## config.mk

```make
export PLATFORM = sky130hd
export DESIGN_NAME = router_pkt_tx
export DESIGN_NICKNAME = d
export VERILOG_FILES = /design/src/rtl/router_pkg.sv /design/src/rtl/tx_payload_buf.sv /design/src/rtl/router_pkt_tx.sv
export SDC_FILE = /design/constraint.sdc
export NUM_CORES = 1
export LEC_CHECK = 0
export BUFFER_PORTS_ARGS = -buffer_cell sky130_fd_sc_hd__buf_4
export CAP_MARGIN = 25
export CORE_ASPECT_RATIO = 1.25
export CORE_UTILIZATION = 56
export DETAILED_ROUTE_END_ITERATION = 7
export PLACE_DENSITY = 0.75
export SYNTH_ARGS = -nofsm -noshare
export SYNTH_HDL_FRONTEND = slang
export SYNTH_HIERARCHICAL = 1
export SYNTH_SLANG_ARGS = --single-unit
```

## constraint.sdc

```tcl
create_clock -name clk1 -period 2.92 [get_ports clk1]
set_input_delay 0.292 -clock clk1 [delete_from_list [all_inputs] [get_ports clk1]]
set_output_delay 0.292 -clock clk1 [all_outputs]
set_load 0.03 [all_outputs]
```

## src/rtl/router_pkg.sv

```systemverilog
// Shared definitions for the router packet transmitter: FSM states,
// header layout, buffer geometry and small helper functions.
package router_pkg;

  // Transmitter FSM states.
  typedef enum logic [2:0] {
    ST_IDLE    = 3'd0,
    ST_LOAD    = 3'd1,
    ST_HDR     = 3'd2,
    ST_SRC     = 3'd3,
    ST_PAYLOAD = 3'd4,
    ST_PARITY  = 3'd5
  } tx_state_t;

  // Destination code that no router port answers to.
  localparam logic [1:0] DEST_INVALID = 2'b11;

  // Largest payload a packet can carry; the buffer holds one full packet.
  localparam int MAX_LEN   = 63;
  localparam int BUF_DEPTH = MAX_LEN + 1;
  localparam int BUF_AW    = 6;

  // Header byte field positions: {len[5:0], dest[1:0]}.
  localparam int HDR_LEN_MSB  = 7;
  localparam int HDR_LEN_LSB  = 2;
  localparam int HDR_DEST_MSB = 1;
  localparam int HDR_DEST_LSB = 0;

  // Assemble the header byte from the latched length and destination.
  function automatic logic [7:0] build_header(input logic [5:0] len,
                                              input logic [1:0] dest);
    logic [7:0] hdr;
    hdr = 8'h00;
    hdr[HDR_LEN_MSB:HDR_LEN_LSB]   = len;
    hdr[HDR_DEST_MSB:HDR_DEST_LSB] = dest;
    return hdr;
  endfunction

  // A request is legal when it names a real port and carries payload.
  function automatic logic request_legal(input logic [1:0] dest,
                                         input logic [5:0] len);
    return (dest != DEST_INVALID) && (len != 6'd0);
  endfunction

  // Fold one byte into a running XOR parity.
  function automatic logic [7:0] parity_fold(input logic [7:0] acc,
                                             input logic [7:0] data);
    return acc ^ data;
  endfunction

endpackage

```

## src/rtl/tx_payload_buf.sv

```systemverilog
// Payload store for one packet: 64x8, synchronous write, registered read.
// The read port is free-running so the transmitter can keep the next
// payload byte prefetched while the current one sits on the output.
module tx_payload_buf
  import router_pkg::*;
(
  input  logic              clk1,
  input  logic              i_we,
  input  logic [BUF_AW-1:0] i_waddr,
  input  logic [7:0]        i_wdata,
  input  logic [BUF_AW-1:0] i_raddr,
  output logic [7:0]        o_rdata
);

  logic [7:0] r_mem [0:BUF_DEPTH-1];

  // Write port: store a payload byte as the host hands it over.
  always_ff @(posedge clk1) begin
    if (i_we) begin
      r_mem[i_waddr] <= i_wdata;
    end
  end

  // Read port: register the addressed byte every cycle.
  always_ff @(posedge clk1) begin
    o_rdata <= r_mem[i_raddr];
  end

endmodule

```

## src/rtl/router_pkt_tx.sv

```systemverilog
// Router packet transmitter. Accepts a packet request, buffers the host's
// payload, then streams header, source ID, payload and XOR parity to the
// router as one contiguous valid burst, honouring router back-pressure.
module router_pkt_tx
  import router_pkg::*;
(
  input  logic       clk1,
  input  logic       reset,
  input  logic       start_i,
  input  logic [1:0] dest_i,
  input  logic [7:0] src_id_i,
  input  logic [5:0] len_i,
  input  logic [7:0] pl_data_i,
  input  logic       pl_valid_i,
  output logic       pl_ready_o,
  input  logic       stop_packet_send,
  output logic [7:0] packet_out,
  output logic       packet_valid_o,
  output logic       busy_o,
  output logic       done_o,
  output logic       err_o
);

  tx_state_t         r_state;
  logic [1:0]        r_dest;
  logic [7:0]        r_src;
  logic [5:0]        r_len;
  logic [BUF_AW-1:0] r_wr_ptr;
  logic [BUF_AW-1:0] r_rd_ptr;
  logic [7:0]        r_parity;
  logic [7:0]        r_packet_out;
  logic              r_valid;
  logic              r_pl_ready;
  logic              r_busy;
  logic              r_done;
  logic              r_err;

  logic              w_pl_xfer;
  logic              w_tx_xfer;
  logic              w_consume;
  logic              w_last_pl;
  logic [BUF_AW-1:0] w_rd_addr;
  logic [7:0]        w_rd_data;

  // Host hands over a payload byte.
  assign w_pl_xfer = pl_valid_i && r_pl_ready;
  // The byte on packet_out is taken by the router this cycle.
  assign w_tx_xfer = r_valid && !stop_packet_send;
  // r_rd_ptr counts payload bytes already moved to packet_out; once it
  // reaches r_len the next thing to send is the parity byte.
  assign w_last_pl = (r_rd_ptr == r_len);
  // A buffered payload byte moves onto packet_out at this edge.
  assign w_consume = w_tx_xfer &&
                     ((r_state == ST_SRC) ||
                      ((r_state == ST_PAYLOAD) && !w_last_pl));

  // Prefetch address: the buffer output always shows the byte that will
  // be sent next, so advance the read address when a byte is consumed.
  always_comb begin
    w_rd_addr = r_rd_ptr;
    if (w_consume) begin
      w_rd_addr = r_rd_ptr + 6'd1;
    end else begin
      w_rd_addr = r_rd_ptr;
    end
  end

  tx_payload_buf u_buf (
    .clk1    (clk1),
    .i_we    (w_pl_xfer),
    .i_waddr (r_wr_ptr),
    .i_wdata (pl_data_i),
    .i_raddr (w_rd_addr),
    .o_rdata (w_rd_data)
  );

  // Transmit FSM with all outputs registered.
  always_ff @(posedge clk1) begin
    if (reset) begin
      r_state      <= ST_IDLE;
      r_dest       <= 2'b00;
      r_src        <= 8'h00;
      r_len        <= 6'd0;
      r_wr_ptr     <= 6'd0;
      r_rd_ptr     <= 6'd0;
      r_parity     <= 8'h00;
      r_packet_out <= 8'h00;
      r_valid      <= 1'b0;
      r_pl_ready   <= 1'b0;
      r_busy       <= 1'b0;
      r_done       <= 1'b0;
      r_err        <= 1'b0;
    end else begin
      r_done <= 1'b0;
      r_err  <= 1'b0;
      case (r_state)
        ST_IDLE: begin
          r_parity <= 8'h00;
          r_wr_ptr <= 6'd0;
          r_rd_ptr <= 6'd0;
          // The done_o cycle still reads as idle; a request there is not
          // taken so back-to-back packets never touch.
          if (start_i && !r_done) begin
            if (request_legal(dest_i, len_i)) begin
              r_dest     <= dest_i;
              r_src      <= src_id_i;
              r_len      <= len_i;
              r_pl_ready <= 1'b1;
              r_busy     <= 1'b1;
              r_state    <= ST_LOAD;
            end else begin
              r_err <= 1'b1;
            end
          end
        end

        ST_LOAD: begin
          if (w_pl_xfer) begin
            r_wr_ptr <= r_wr_ptr + 6'd1;
            if (r_wr_ptr == (r_len - 6'd1)) begin
              r_pl_ready   <= 1'b0;
              r_packet_out <= build_header(r_len, r_dest);
              r_valid      <= 1'b1;
              r_state      <= ST_HDR;
            end
          end
        end

        ST_HDR: begin
          if (w_tx_xfer) begin
            r_parity     <= parity_fold(r_parity, r_packet_out);
            r_packet_out <= r_src;
            r_state      <= ST_SRC;
          end
        end

        ST_SRC: begin
          if (w_tx_xfer) begin
            r_parity     <= parity_fold(r_parity, r_packet_out);
            r_packet_out <= w_rd_data;
            r_rd_ptr     <= r_rd_ptr + 6'd1;
            r_state      <= ST_PAYLOAD;
          end
        end

        ST_PAYLOAD: begin
          if (w_tx_xfer) begin
            r_parity <= parity_fold(r_parity, r_packet_out);
            if (w_last_pl) begin
              // Final payload byte leaves now; parity covers it too.
              r_packet_out <= parity_fold(r_parity, r_packet_out);
              r_state      <= ST_PARITY;
            end else begin
              r_packet_out <= w_rd_data;
              r_rd_ptr     <= r_rd_ptr + 6'd1;
            end
          end
        end

        ST_PARITY: begin
          if (w_tx_xfer) begin
            r_packet_out <= 8'h00;
            r_valid      <= 1'b0;
            r_busy       <= 1'b0;
            r_done       <= 1'b1;
            r_state      <= ST_IDLE;
          end
        end

        default: begin
          r_packet_out <= 8'h00;
          r_valid      <= 1'b0;
          r_pl_ready   <= 1'b0;
          r_busy       <= 1'b0;
          r_state      <= ST_IDLE;
        end
      endcase
    end
  end

  assign pl_ready_o     = r_pl_ready;
  assign packet_out     = r_packet_out;
  assign packet_valid_o = r_valid;
  assign busy_o         = r_busy;
  assign done_o         = r_done;
  assign err_o          = r_err;

endmodule

```

==> reports/metrics.csv <==
stage,metric,value,unit
critical_path,cpPeakStageDelay,0.38,ns
routing,wl_per_cell,27.3,um
cts,cts_tree,built,
cts,clkTransAtPathRegs,0.07,ns
finish,drive_above_1_share,0.364,
cts,htreeDepth,2,
status,violations,setup timing,
finish,fin_util,0.706,
synth,synth_top_cell_by_area,edfxtp_1,
synth,synth_top_area_share,0.665,
synth,synth_edf_count,512,
pwr,powerDensity,575,nW/um^2
status,outcome,finished with violations,
synth,ys_types,64,
placed_design,pre_cts_ws,-0.412,ns
pwr,p_leak,9.54,nW
placed_design,place_inst,2000,
floorplan,die_x,184,um
worst_hold_path,min_from,start_i,
placed_design,hpwl,35600,um
routing,antenna_left,0,
critical_path,worstSetupStartpoint,r_rd_ptr[3]$_SDFFE_PP0P_,
critical_path,rr_startpoint,r_rd_ptr[3]$_SDFFE_PP0P_,
critical_path,startpoint_type,flop,
cts,cts-root-buf,clkbuf_16,
placed_design,gp_congestion,0.881,
synth,syn_area,23100,um^2
global_routing,grt_antenna_before_repair,0,
synth,yosys_warnings,6,
run,cap_violations,0,
pwr,vdd_drop_max,0.000457,V
synth,synth.ff_latch_count,572,
timing,setup_viol,8,
critical_path,crit_fanout,26,
routing,dr.first_iter.drc_count,1402,
global_routing,globalRouteMet1Util,0.343,
routing,drcViolationCount,0,
floorplan,die_h,229,um
timing,holdWs,0.0198,ns
timing,relSlewSlack,0.490,
global_routing,top_usage_layer,met2,
placed_design,port_buffers,41,
finish,antennaDiodeCount,0,
global_routing,track_usage,0.286,
timing,min_period,3.04,ns
cts,clock_sinks,572,
synth,syn_inst,1319,
routing,wl,58900,um
cts,cts_buffer_depth,3,
worst_hold_path,hp-class,input port to flop,
global_routing,grt.overflow.total,0,
cts,insertion_delay,0.59,ns
floorplan,ios,42,
timing,clock_skew,0.0248,ns
synth,synthFlopType,edfxtp_1,
synth,synth_async_sr_flop_share,0,
global_routing,grt_max_degree,65,
synth,synth_nets,1351,
routing,drtPass1Iterations,5,
timing,rsz0062_at_grt,yes,
critical_path,cp.required,3.40,ns
finish,area_growth,23.4,%
floorplan,coreArea,40400,um^2
synth,yosysSeqAreaShare,0.717,
critical_path,critical_path_class,flop to flop,
synth,synth_area_leaders,"edfxtp_1 (66%), mux4_2 (12%), dfxtp_1 (5.2%)",
timing,max_freq,329,MHz
critical_path,crit_chain,xor2_2 > nor4_4 > a21oi_4 > buf_12 > mux2_4 > buf_12 > buf_12 > mux4_2 > a31oi_4 > nand3_4 > a32o_1,
finish,fin_nets,1600,
finish,stdcell_count,2156,
critical_path,cpMaxStageDelayCell,nor4_4,
global_routing,grt_pass1_wl,87700,um
floorplan,die_area,42100,um^2
critical_path,path_common_cell,buf_12,
finish,n_fill_cell,2371,
critical_path,endpoint_kind,flop,
global_routing,grt_use_met3,0.0541,
routing,vias,13700,
timing,finalHoldViolations,0,
critical_path,arrival,3.52,ns
cts,cts_made_buffers,53,
floorplan,rows,82,
global_routing,use_met2,0.489,
timing,worstMarginPinSlew,0.762,ns
timing,setup_ws,-0.124,ns
timing,min_period_over_period,1.04,
global_routing,grt_pass1_vias,14100,
timing,finalMaxSlewViolations,0,
routing,viasPerCell,6.36,
floorplan,start_util,0.572,
synth,syn_area_per_cell,17.5,um^2
-- cell usage in the layout (no fill, tap or decap), types with 10 or more instances in the layout --
master,synthesis,final
dlygate4sd3_1,0,15
dfxtp_2,0,10
nor2_1,117,116
mux2i_1,34,28
buf_6,4,10
a221oi_1,12,11
a21oi_1,21,19
mux4_2,124,124
xor2_1,19,13
buf_12,0,25
o21ai_1,11,11
o21ai_2,9,16
buf_4,11,209
nand2b_1,11,10
edfxtp_1,512,512
nor2b_1,24,18
nand2_1,44,36
a22oi_1,14,12
o22ai_2,0,13
o21ai_0,20,12
nand3b_1,14,14
dfxtp_1,60,49
nor3_1,20,16
clkinv_2,0,12
clkbuf_16,0,55
nand3_1,26,19
-- worst max-delay path: cells and delay by family (launching register included) --
| kind | cells | cell delay (ns) |
|---|---|---|
| mux | 2 | 0.72 |
| compound gates | 3 | 0.65 |
| simple gates | 2 | 0.53 |
| buf+inv | 3 | 0.50 |
| flops | 1 | 0.34 |
| xor+xnor | 1 | 0.19 |
-- stage by stage --
stage	cell area, um^2	TNS [ns]	power [mW]
global route	28500	-1.42	16.8
detailed placement	25400	-1.96	9.64
finish	28500	-0.720	16.4
floorplan	23200	-0.0571	9.38
CTS	28200	-0.339	16.5
global placement	25400	-1.62	9.62
-- path summary, 6_finish.rpt --
check	cells past startpoint	slack, ns	to
max	11	-0.12	u_buf/o_rdata[1]$_DFF_P_
min	3	0.02	err_o$_SDFF_PP0_
max reg2reg	11	-0.12	u_buf/o_rdata[1]$_DFF_P_
min reg2reg	2	0.51	r_parity[0]$_SDFFE_PP0P_
-- layer usage --
metal  share of wire  wire [um]
met1            0.36      21000
met2            0.51      30200
met3           0.077       4540
met4           0.053       3150
met5               0          0
-- state kept, by name, indices dropped and copies added (netlist names) --
| name | cells |
|---|---|
| busy_o | 1 |
| u_buf/o_rdata | 8 |
| u_buf/r_mem | 512 |
| done_o | 1 |
| r_rd_ptr | 6 |
| r_parity | 8 |
| packet_valid_o | 1 |
| pl_ready_o | 1 |
| packet_out | 8 |
| err_o | 1 |
| r_state | 3 |
| r_wr_ptr | 6 |
| r_src | 8 |
| r_dest | 2 |
| r_len | 6 |
-- cells by family after synthesis --
kind of cell | share of synthesized area
adder cells (fa/ha/maj) | 0.00162
AO/OA/AOI/OAI | 0.0501
AND/OR/NAND/NOR | 0.0615
flip-flops | 0.717
XOR/XNOR | 0.0110
buffers and inverters | 0.0177
multiplexers | 0.141
-- power by group --
part	total [mW]	internal [mW]	switching (mW)
Sequential	8.97	8.94	0.0320
Clock	6.93	3.98	2.96
Combinational	0.524	0.188	0.335
Total	16.4	13.1	3.32
-- synth_stat cells (9+ instances only) --
master    count
buf_2        13
nand2_1      44
o21ai_0      20
a21oi_1      21
nor3_1       20
xnor2_1      10
a221oi_1     12
nand2b_1     11
o22ai_1      20
nand3_1      26
mux4_2      124
o21ai_1      11
nor2b_1      24
a31oi_1      16
mux2_1        9
mux2i_1      34
nand3b_1     14
clkbuf_1     44
buf_4        11
nor2_1      117
a22oi_1      14
xor2_1       19
edfxtp_1    512
dfxtp_1      60
o21ai_2       9
-- what timing repair did --
item                                    in CTS  in global routing
pin swaps                                   26                 24
setup buffers                               27                 18
hold buffers                                15                  0
gates resized for setup                    117                 46
hold endpoints to repair                    15                  0
endpoints found under the setup margin       8                  8
cloned                                       6                  1
-- layout make-up --
| type | count | area [um^2] | share of cell area |
|---|---|---|---|
| clock buffers | 66 | 1460 | 0.0510 |
| inverters | 8 | 30.0 | 0.00105 |
| multi-input cells | 661 | 6850 | 0.240 |
| repair buffers | 272 | 2650 | 0.0927 |
| flip-flops and latches | 572 | 16600 | 0.581 |
| clock inverters | 31 | 293 | 0.0103 |
| well taps | 546 | 683 | 0.0239 |
Note: power is estimated with default switching activity, not from simulation.
